`src/rtl/minitb_ahb_pkg.sv`:
```
// ---------------------------------------------------------------------------
// minitb_ahb_pkg
// Shared AHB-lite encodings for the minitb arbiter and the master BFMs.
//   htrans_t   2-bit transfer type
//   IDLE       no transfer
//   NONSEQ     single transfer; the only encoding treated as a request
//   is_nonseq  helper: true when a master is requesting an address phase
// ---------------------------------------------------------------------------
package minitb_ahb_pkg;

    typedef logic [1:0] htrans_t;

    localparam htrans_t IDLE   = 2'b00;
    localparam htrans_t NONSEQ = 2'b10;

    // SEQ and BUSY are deliberately not requests: bursts are not supported.
    function automatic logic is_nonseq(input htrans_t t);
        return t == NONSEQ;
    endfunction

endpackage

```
`src/rtl/minitb_ahb_arbiter_if.sv`:
```
// ---------------------------------------------------------------------------
// minitb_ahb_arbiter_if
// Bundles the master-side (per-master, packed) and slave-side AHB-lite
// signals around the arbiter.
//   m_htrans/m_haddr/m_hwrite/m_hwdata  master i at slice [i*W +: W]
//   m_hready                            per-master ready/stall
//   m_hrdata                            read data broadcast to all masters
//   s_*                                 single shared slave bus
// Modports:
//   master   the requesting masters
//   slave    the shared slave
//   arbiter  the arbiter sitting between them
// ---------------------------------------------------------------------------
interface minitb_ahb_arbiter_if #(
    parameter int NUM_MASTERS = 2,
    parameter int addrWidth   = 8,
    parameter int dataWidth   = 32
);

    logic [2*NUM_MASTERS-1:0]         m_htrans;
    logic [addrWidth*NUM_MASTERS-1:0] m_haddr;
    logic [NUM_MASTERS-1:0]           m_hwrite;
    logic [dataWidth*NUM_MASTERS-1:0] m_hwdata;
    logic [NUM_MASTERS-1:0]           m_hready;
    logic [dataWidth-1:0]             m_hrdata;

    logic [1:0]                       s_htrans;
    logic [addrWidth-1:0]             s_haddr;
    logic                             s_hwrite;
    logic [dataWidth-1:0]             s_hwdata;
    logic                             s_hready;
    logic [dataWidth-1:0]             s_hrdata;

    modport master (
        output m_htrans, m_haddr, m_hwrite, m_hwdata,
        input  m_hready, m_hrdata
    );

    modport slave (
        input  s_htrans, s_haddr, s_hwrite, s_hwdata,
        output s_hready, s_hrdata
    );

    modport arbiter (
        input  m_htrans, m_haddr, m_hwrite, m_hwdata, s_hready, s_hrdata,
        output m_hready, m_hrdata, s_htrans, s_haddr, s_hwrite, s_hwdata
    );

endinterface

```
`src/rtl/minitb_rr_arbiter.sv`:
```
// ---------------------------------------------------------------------------
// minitb_rr_arbiter
// Combinational round-robin selector.
//   req   per-master request vector
//   last  index granted most recently
//   sel   first requester after last (wrapping); 0 when none
//   any   at least one requester
// ---------------------------------------------------------------------------
module minitb_rr_arbiter #(
    parameter int N     = 2,
    parameter int IDX_W = $clog2(N)
) (
    input  logic [N-1:0]     req,
    input  logic [IDX_W-1:0] last,
    output logic [IDX_W-1:0] sel,
    output logic             any
);

    // Scan from the farthest candidate towards the nearest so the last hit
    // written is the closest requester after 'last'; avoids a loop break.
    always_comb begin
        // NOTE: every combinational output gets a default first so no path
        // leaves it unassigned, which would infer a latch.
        sel = '0;
        any = 1'b0;
        for (int k = N; k >= 1; k--) begin
            if (req[(int'(last) + k) % N]) begin
                sel = IDX_W'((int'(last) + k) % N);
                any = 1'b1;
            end
        end
    end

endmodule

```
`src/rtl/minitb_ahb_arbiter.sv`:
```
// ---------------------------------------------------------------------------
// minitb_ahb_arbiter
// Shares one AHB-lite slave between NUM_MASTERS masters.
//   hclk    bus clock, all state on posedge
//   hreset  synchronous, active-high reset
//   bus     minitb_ahb_arbiter_if.arbiter (master side + slave side)
// Address phases are granted round-robin; the granted address is frozen
// through slave wait states. The data-phase owner's hwdata is muxed onto
// the slave; hrdata is broadcast with zero latency. Losing requesters are
// stalled through their own m_hready.
// ---------------------------------------------------------------------------
module minitb_ahb_arbiter
    import minitb_ahb_pkg::*;
#(
    parameter int NUM_MASTERS = 2,
    parameter int addrWidth   = 8,
    parameter int dataWidth   = 32
) (
    input  logic                 hclk,
    input  logic                 hreset,
    minitb_ahb_arbiter_if.arbiter bus
);

    localparam int IDX_W = $clog2(NUM_MASTERS);
    typedef logic [IDX_W-1:0] idx_t;

    logic [NUM_MASTERS-1:0] req;
    idx_t                   rr_sel;
    logic                   rr_any;
    idx_t                   sel;
    logic                   gnt;

    idx_t last_q, last_d;
    idx_t held_q, held_d;
    idx_t own_q,  own_d;
    logic hold_q, hold_d;
    logic dv_q,   dv_d;

    always_comb begin
        for (int i = 0; i < NUM_MASTERS; i++) begin
            req[i] = is_nonseq(bus.m_htrans[2*i +: 2]);
        end
    end

    minitb_rr_arbiter #(.N(NUM_MASTERS)) u_rr (
        .req  (req),
        .last (last_q),
        .sel  (rr_sel),
        .any  (rr_any)
    );

    // A frozen address phase keeps its grant regardless of new requests.
    assign sel = hold_q ? held_q : rr_sel;
    assign gnt = hold_q | rr_any;

    // Address phase to the slave.
    always_comb begin
        bus.s_htrans = IDLE;
        bus.s_haddr  = '0;
        bus.s_hwrite = 1'b0;
        if (gnt) begin
            bus.s_htrans = bus.m_htrans[2*int'(sel) +: 2];
            bus.s_haddr  = bus.m_haddr[addrWidth*int'(sel) +: addrWidth];
            bus.s_hwrite = bus.m_hwrite[int'(sel)];
        end
    end

    // Data phase.
    assign bus.s_hwdata = dv_q ? bus.m_hwdata[dataWidth*int'(own_q) +: dataWidth]
                               : '0;
    assign bus.m_hrdata = bus.s_hrdata;

    // Data-phase owner and address-phase winner follow the slave; a
    // requester that lost arbitration is stalled; idle masters see ready.
    always_comb begin
        for (int i = 0; i < NUM_MASTERS; i++) begin
            if (dv_q && own_q == idx_t'(i)) begin
                bus.m_hready[i] = bus.s_hready;
            end else if (gnt && sel == idx_t'(i)) begin
                bus.m_hready[i] = bus.s_hready;
            end else if (req[i]) begin
                bus.m_hready[i] = 1'b0;
            end else begin
                bus.m_hready[i] = 1'b1;
            end
        end
    end

    always_comb begin
        last_d = last_q;
        held_d = held_q;
        own_d  = own_q;
        hold_d = hold_q;
        dv_d   = dv_q;
        if (bus.s_hready) begin
            dv_d   = gnt;
            own_d  = sel;
            hold_d = 1'b0;
            if (gnt) begin
                last_d = sel;
            end
        end else if (gnt) begin
            // Wait state: pin the address phase to the current winner.
            hold_d = 1'b1;
            held_d = sel;
        end
    end

    always_ff @(posedge hclk) begin
        // NOTE: non-blocking assignments in clocked blocks so every flop
        // samples pre-edge values, independent of statement order.
        if (hreset) begin
            last_q <= idx_t'(NUM_MASTERS - 1);
            held_q <= '0;
            own_q  <= '0;
            hold_q <= 1'b0;
            dv_q   <= 1'b0;
        end else begin
            last_q <= last_d;
            held_q <= held_d;
            own_q  <= own_d;
            hold_q <= hold_d;
            dv_q   <= dv_d;
        end
    end

endmodule

```
`src/flat_wrapper.sv`:
```
// flat-port wrapper written by rule: the top's interface ports become plain ports
module minitb_ahb_arbiter_flat import minitb_ahb_pkg::*;
#(
    parameter int NUM_MASTERS = 2,
    parameter int addrWidth   = 8,
    parameter int dataWidth   = 32
)
  (hclk, hreset, bus_m_htrans, bus_m_haddr, bus_m_hwrite, bus_m_hwdata, bus_s_hready, bus_s_hrdata, bus_m_hready, bus_m_hrdata, bus_s_htrans, bus_s_haddr, bus_s_hwrite, bus_s_hwdata);
  minitb_ahb_arbiter_if #(.NUM_MASTERS(NUM_MASTERS), .addrWidth(addrWidth), .dataWidth(dataWidth)) bus_i ();
  input  logic hclk;
  input  logic hreset;
  input wire logic [$bits(bus_i.m_htrans)-1:0] bus_m_htrans;
  input wire logic [$bits(bus_i.m_haddr)-1:0] bus_m_haddr;
  input wire logic [$bits(bus_i.m_hwrite)-1:0] bus_m_hwrite;
  input wire logic [$bits(bus_i.m_hwdata)-1:0] bus_m_hwdata;
  input wire logic [$bits(bus_i.s_hready)-1:0] bus_s_hready;
  input wire logic [$bits(bus_i.s_hrdata)-1:0] bus_s_hrdata;
  output wire logic [$bits(bus_i.m_hready)-1:0] bus_m_hready;
  output wire logic [$bits(bus_i.m_hrdata)-1:0] bus_m_hrdata;
  output wire logic [$bits(bus_i.s_htrans)-1:0] bus_s_htrans;
  output wire logic [$bits(bus_i.s_haddr)-1:0] bus_s_haddr;
  output wire logic [$bits(bus_i.s_hwrite)-1:0] bus_s_hwrite;
  output wire logic [$bits(bus_i.s_hwdata)-1:0] bus_s_hwdata;
  assign bus_i.m_htrans = bus_m_htrans;
  assign bus_i.m_haddr = bus_m_haddr;
  assign bus_i.m_hwrite = bus_m_hwrite;
  assign bus_i.m_hwdata = bus_m_hwdata;
  assign bus_i.s_hready = bus_s_hready;
  assign bus_i.s_hrdata = bus_s_hrdata;
  assign bus_m_hready = bus_i.m_hready;
  assign bus_m_hrdata = bus_i.m_hrdata;
  assign bus_s_htrans = bus_i.s_htrans;
  assign bus_s_haddr = bus_i.s_haddr;
  assign bus_s_hwrite = bus_i.s_hwrite;
  assign bus_s_hwdata = bus_i.s_hwdata;
  minitb_ahb_arbiter #(.NUM_MASTERS(NUM_MASTERS), .addrWidth(addrWidth), .dataWidth(dataWidth)) u_core (.hclk(hclk), .hreset(hreset), .bus(bus_i));
endmodule
```
`config.mk`:
```
export PLATFORM = sky130hd
export DESIGN_NAME = minitb_ahb_arbiter_flat
export DESIGN_NICKNAME = d
export VERILOG_FILES = /design/src/rtl/minitb_ahb_pkg.sv /design/src/rtl/minitb_ahb_arbiter_if.sv /design/src/rtl/minitb_rr_arbiter.sv /design/src/rtl/minitb_ahb_arbiter.sv /design/src/flat_wrapper.sv
export SDC_FILE = /design/constraint.sdc
export NUM_CORES = 1
export LEC_CHECK = 0
export CORE_MARGIN = 2
export CORE_UTILIZATION = 27
export CTS_CLUSTER_DIAMETER = 120
export DETAILED_ROUTE_END_ITERATION = 8
export GPL_ROUTABILITY_DRIVEN = 0
export HOLD_SLACK_MARGIN = 0.02
export MAX_ROUTING_LAYER = met4
export PLACE_DENSITY = 0.86
export SETUP_SLACK_MARGIN = 0.3
export SYNTH_ARGS = -nofsm -noshare
export SYNTH_HDL_FRONTEND = slang
export SYNTH_SLANG_ARGS = --single-unit
export TNS_END_PERCENT = 10
```
`constraint.sdc`:
```
create_clock -name hclk -period 2.6 [get_ports hclk]
set_clock_uncertainty 0.1 [all_clocks]
set_input_delay 0.52 -clock hclk [delete_from_list [all_inputs] [get_ports hclk]]
set_output_delay 0.52 -clock hclk [all_outputs]
set_load 0.1 [all_outputs]
```
==> flow_summary.toml, run 1 <==
[route]
drt_wl_total_mm = 5.39
wl_per_cell_um = 15.4
postRouteAntennaNets = 0
via_per_inst = 4.70
top_layer_used = "met4"
dr_wl_met3_um = 469
drt_iter0_drc = 47
vias = 1640
drt_first_pass_iters = 4
drc = 0
dr_wl_met2_mm = 3.13
met1Wirelength_mm = 1.65

[floorplanning]
dieArea_um2 = 5910
core_um2 = 5110
row_count = 26
die_height_um = 76.9
die_w_um = 76.9
ioPinCount = 198
start_util_pct = 28.1

[placement]
numPortBuffers = 133
place_hpwl_mm = 4.33
dp.cells = 338

[timing]
clock.fmax_mhz = 409
hold_ws_ps = 481
worst_pin_slew_ps = 472
timing.slew.headroom_pct = 68.4
final.period_utilization_pct = 94.1
drv_slew = 0
finalHoldViolations = 0
setup_viol = 0
tns_ps = 0
rsz0062_at_grt = "true"
period_needed_ps = 2450

[setup_path]
critPathBufInv = 3
timing.rr.end = "u_core.last_q$_SDFFE_PP1P_"
crit_fanout = 4
timing.rr.start = "u_core.last_q$_SDFFE_PP1P_"
rrSetupSlack_ps = 1190
critPathRequiredTime_ps = 1980
startpoint_type = "input pin"
slowest_stage = "mux2_2"
cp_num_cells = 6
end_kind = "primary output"
critPathKind = "in -> out"
critPathArrivalTime_ps = 1830
path_cells = "buf_8 > nor3b_4 > buf_6 > a222oi_1 > mux2_2 > buf_12"
reg2reg_depth = 5
max_stage_delay_ps = 410
critPathTopFamily = "multiplexers"

[worst_hold_path]
min_from = "u_core.held_q$_SDFFE_PP0P_"
hp-class = "reg -> reg"
holdPathStages = 2
holdPathEnd = "u_core.held_q$_SDFFE_PP0P_"

[synth]
yosys.area_share.simple_pct = 21.4
synth-xor-area-share_pct = 0
ys_warn_count = 0
synth_compound_area_share_pct = 14.6
syn_area_um2 = 1440
synthCells = 167
synth-seq-cells = 5
ys_seq_area_share_pct = 6.97
synth_top_family_by_area = "multiplexers"
syn_nets = 288
muxShareOfSynthArea_pct = 33.7
synthAdderAreaFrac_pct = 0
synth.avg_cell_area_um2 = 8.59
synth_cell_types = 30

[clock_tree]
hold_buffers = 0
numCtsBuffers = 3
tritoncts = "yes"
root_buffer = "clkbuf_8"
clockBufferDepth = 2
clock_latency_ps = 230
clkSinkCount = 5
path_clk_slew_ps = 40
h-tree-depth = 1

[pwr]
power_density_nw_per_um2 = 341
cellLeakagePower_uw = 0.00130
ir_worst_vdd_v = 0.000162
p_total_uw = 1120

[global_route]
grt_pass1_wl_mm = 8.63
grt_overflow = 0
grt_max_degree = 35
antenna_found_initial = 0
grt_use_total_pct = 18.4
grt_pass1_vias = 1735

[run_status]
outcome = "finished clean"

[cells_and_area]
final_nets = 401
drive_gt1_share_pct = 41.6
finalNonFillerCells = 349
post-route-util_pct = 64.5
syn2layout_area_growth_pct = 130
diodes = 0

[run]
cap_violations = 0
-- where the power goes --
part / internal, uW / leakage [uW] / switching (uW)
clock network: 106 / 0.0000228 / 45.3
registers: 82.8 / 0.0000419 / 6.92
logic: 400 / 0.00123 / 483
-- timing repair --
action | 4_1_cts | 5_1_grt
buffers inserted | 6 | 0
cloned | 1 | 0
pin swaps | 5 | 1
gates resized for setup | 25 | 1
endpoints found under the setup margin | 13 | 12
-- cell usage in the layout, fill, tap and decap left out, types with 2 or more instances in the layout --
master,count
a211oi_1,2
a21boi_4,2
a21oi_1,2
a31oi_1,2
buf_12,47
buf_2,3
buf_4,15
buf_6,2
clkbuf_8,3
clkdlybuf4s50_1,84
dfxtp_1,3
dfxtp_2,2
inv_1,3
mux2_2,3
mux2_4,8
mux2i_1,33
nand2b_1,2
nor2_1,2
nor2b_1,11
nor2b_2,21
nor2b_4,2
o31a_1,10
o31ai_1,2
-- cell type report --
type / instances / area [um2]
timing repair buffer: 152 / 1950
fill: 405 / 1810
clock buffer: 4 / 45.0
inverter: 3 / 11.3
multi-input combinational: 115 / 1100
tap: 70 / 87.6
sequential: 5 / 103
-- per-layer routing --
| metal | vias up | track usage (%) |
|---|---|---|
| li1 | 780 | - |
| met1 | 736 | 16.4 |
| met2 | 110 | 36.9 |
| met3 | 14 | 4.24 |
| met4 | 0 | 6.91 |
| met5 | - | - |
-- flip-flops by register name, indices dropped and copies added (netlist names) --
name / flops
u_core.hold_q: 1
u_core.dv_q: 1
u_core.held_q: 1
u_core.own_q: 1
u_core.last_q: 1
-- synthesized netlist by cell type (all sizes together) --
cell type  number  area (um2)
buf            41         307
nor2b          34         213
mux2i          33         330
mux2           11         154
o31a           10        87.6
dfxtp           5         100
clkbuf          4        15.0
inv             3        11.3
nand2b          3        18.8
a211oi          2        15.0
a21oi           2        10.0
a221oi          2        23.8
a31oi           2        12.5
nand2           2        10.0
nor2            2        7.51
nor3b           2        26.3
o31ai           2        15.0
a21boi          1        18.8
a222oi          1        10.0
a31o            1        8.76
and3            1        6.26
nand3b          1        20.0
o32ai           1        8.76
or2             1        6.26
-- worst reg2reg max path, delay by kind of cell (launching register included) --
| family | cells | cell delay [ps] |
|---|---|---|
| DFF | 1 | 410 |
| buffers and inverters | 2 | 280 |
| AOI/OAI and AO/OA | 1 | 240 |
| and+or+nand+nor | 1 | 130 |
| muxes | 1 | 120 |
-- metrics by stage --
stage | area (um2) | setup slack, ps
2_1_floorplan | 1510 | -199
3_3_place_gp | 3170 | -252
3_5_place_dp | 3170 | -334
4_1_cts | 3290 | 150
5_1_grt | 3300 | 148
6_report | 3300 | 154
-- cells by family after synthesis --
logic type	after synthesis
AOI/OAI and AO/OA	24
buffers and inverters	48
DFF	5
muxes	44
and+or+nand+nor	46
-- worst max path at each step --
stage,startpoint,end,slack (ps)
floorplan,u_core.own_q$_SDFFE_PP0P_,bus_s_hwdata[24],-200
global placement,bus_m_htrans[1],bus_s_htrans[1],-250
detailed placement,bus_m_htrans[1],bus_s_haddr[7],-330
CTS,bus_m_htrans[3],bus_m_hready[1],150
global route,bus_m_htrans[3],bus_m_hready[1],150
finish,bus_m_htrans[3],bus_m_hready[1],150
Power figures use the tool's default switching activity.
==> run 2: changes to the inputs <==
==> constraint.sdc (replaced) <==
create_clock -name hclk -period 2.6 [get_ports hclk]
set_clock_uncertainty 0.1 [all_clocks]
set_input_delay 0.52 -clock hclk [delete_from_list [all_inputs] [get_ports hclk]]
set_output_delay 0.52 -clock hclk [all_outputs]
set_load 0.01 [all_outputs]
==> run 2 against run 1 <==
Compared with the run above: clock power decreased by 6%; setup slack gained 2.0 ps; critical path type unchanged; hold slack better by 17 ps; final area decreased by 15%; power down 40%; register-to-register slack worse by 80 ps.
==> flow_summary.toml, run 2 (synthesis gave the netlist of run 1 again) <==
[worst_hold_path]
holdPathStages = 2
hp-class = "reg -> reg"
min_from = "u_core.held_q$_SDFFE_PP0P_"

[clock_tree]
tritoncts = "yes"
path_clk_slew_ps = 40
clockBufferDepth = 2
clkSinkCount = 5
root_buffer = "clkbuf_8"
numCtsBuffers = 3
h-tree-depth = 1
clock_latency_ps = 220

[setup_path]
critPathRequiredTime_ps = 1980
max_stage_delay_ps = 390
critPathArrivalTime_ps = 1820
slowest_stage = "mux2_2"
crit_path_end = "bus_m_hready[1]"
reg2reg_depth = 4
timing.rr.start = "u_core.hold_q$_SDFFE_PP0N_"
path_cells = "buf_6 > nor3b_4 > buf_6 > buf_6 > a222oi_1 > mux2_2 > buf_6"
cp-startpoint = "bus_m_htrans[3]"
end_kind = "primary output"
timing.rr.end = "u_core.last_q$_SDFFE_PP1P_"
rrSetupSlack_ps = 1110
critPathKind = "in -> out"
crit_fanout = 3
startpoint_type = "input pin"
cp_common_cell = "buf_6"

[cells_and_area]
layout_common_cells = "114 x clkdlybuf4s50_1, 33 x mux2i_1, 32 x nor2b_1, 19 x buf_4, 10 x o31a_1"
final_nets = 406
drive_gt1_share_pct = 21.5
syn2layout_area_growth_pct = 95.4
finalNonFillerCells = 354
diodes = 0
layout_commonest_cell = "clkdlybuf4s50_1"

[timing]
hold_ws_ps = 498
rsz0062_at_grt = "true"
finalHoldViolations = 0
timing.slew.headroom_pct = 73.1
setup_viol = 0
final.period_utilization_pct = 94.0
clock.fmax_mhz = 409
worst_pin_slew_ps = 400
setup_ws_ps = 156
drv_slew = 0
period_needed_ps = 2440

[route]
vias = 1598
drt_first_pass_iters = 4
wl_per_cell_um = 14.4
drt_wl_total_mm = 5.08
via_per_inst = 4.51
drt_iter0_drc = 47
drc = 0
postRouteAntennaNets = 0

[floorplanning]
row_count = 26
core_um2 = 5110
ioPinCount = 198
start_util_pct = 28.1
dieArea_um2 = 5910
die_height_um = 76.9
die_w_um = 76.9

[pwr]
pwr-share-comb_pct = 65.1
seqPwrFrac_pct = 13.8
clockPowerShare_pct = 21.1
cellLeakagePower_uw = 0.00116
power_density_nw_per_um2 = 241
p_switching_uw = 196
swShare_pct = 29.0
ir_worst_vdd_v = 0.000297
internal-power_uw = 479

[run_status]
outcome = "finished clean"

[run]
cap_violations = 0

[global_route]
grt_max_degree = 34
grt_use_total_pct = 17.0
grt_overflow = 0
grt_pass1_wl_mm = 8.21
antenna_found_initial = 0
grt_pass1_vias = 1669

[placement]
place_hpwl_mm = 4.02
numPortBuffers = 133
dp.cells = 340
pre_cts_slack_ps = -688
run 2: layer usage:
metal | vias to the layer above | GRT usage [%] | wire [um]
met5 | - | - | 0
met4 | 0 | 4.91 | 97
met3 | 14 | 3.65 | 332
met2 | 76 | 31.5 | 2750
met1 | 719 | 18.0 | 1900
li1 | 789 | - | -
run 2: worst min-delay path by stage:
stage | endpoint | slack [ps]
floorplan | u_core.dv_q$_SDFFE_PP0P_ | 410
detailed placement | u_core.held_q$_SDFFE_PP0P_ | 490
global route | u_core.held_q$_SDFFE_PP0P_ | 530
CTS | u_core.held_q$_SDFFE_PP0P_ | 490
finish | u_core.held_q$_SDFFE_PP0P_ | 500
global placement | u_core.held_q$_SDFFE_PP0P_ | 460
run 2: layout make-up:
| type | instances | area [um2] |
|---|---|---|
| clock buffer | 4 | 45.0 |
| fill | 456 | 2300 |
| inverter | 3 | 11.3 |
| multi-input combinational | 115 | 1040 |
| sequential | 5 | 104 |
| tap | 70 | 87.6 |
| timing repair buffer | 157 | 1520 |
run 2: power by group through the flow:
stage / Clock [uW] / Combinational [uW] / Sequential, uW
floorplan: 0 / 232 / 88.4
global placement: 0 / 423 / 94.2
CTS: 144 / 442 / 93.5
finish: 142 / 439 / 93.1
detailed placement: 0 / 430 / 94.6
global route: 153 / 469 / 94.0
run 2: through the flow:
stage	total power [uW]	TNS, ps	area, um2	utilization [%]
global route	715	0	2800	54.9
CTS	680	0	2790	54.7
finish	675	0	2800	54.9
detailed placement	524	-7580	2660	52.1
global placement	517	-6640	2660	52.1
floorplan	320	0	1440	-
run 2: timing repair:
action,CTS,global route
pin swaps,4,0
setup buffers,9,0
gates cloned,1,0
hold buffers,0,0
endpoints found under the setup margin,45,43
resized for setup,64,4
run 2: worst max-delay path, delay by kind of cell:
kind	cells	cell delay, ps
buffers and inverters	4	450
AO/OA/AOI/OAI	1	310
multiplexers	1	390
AND/OR/NAND/NOR	1	140
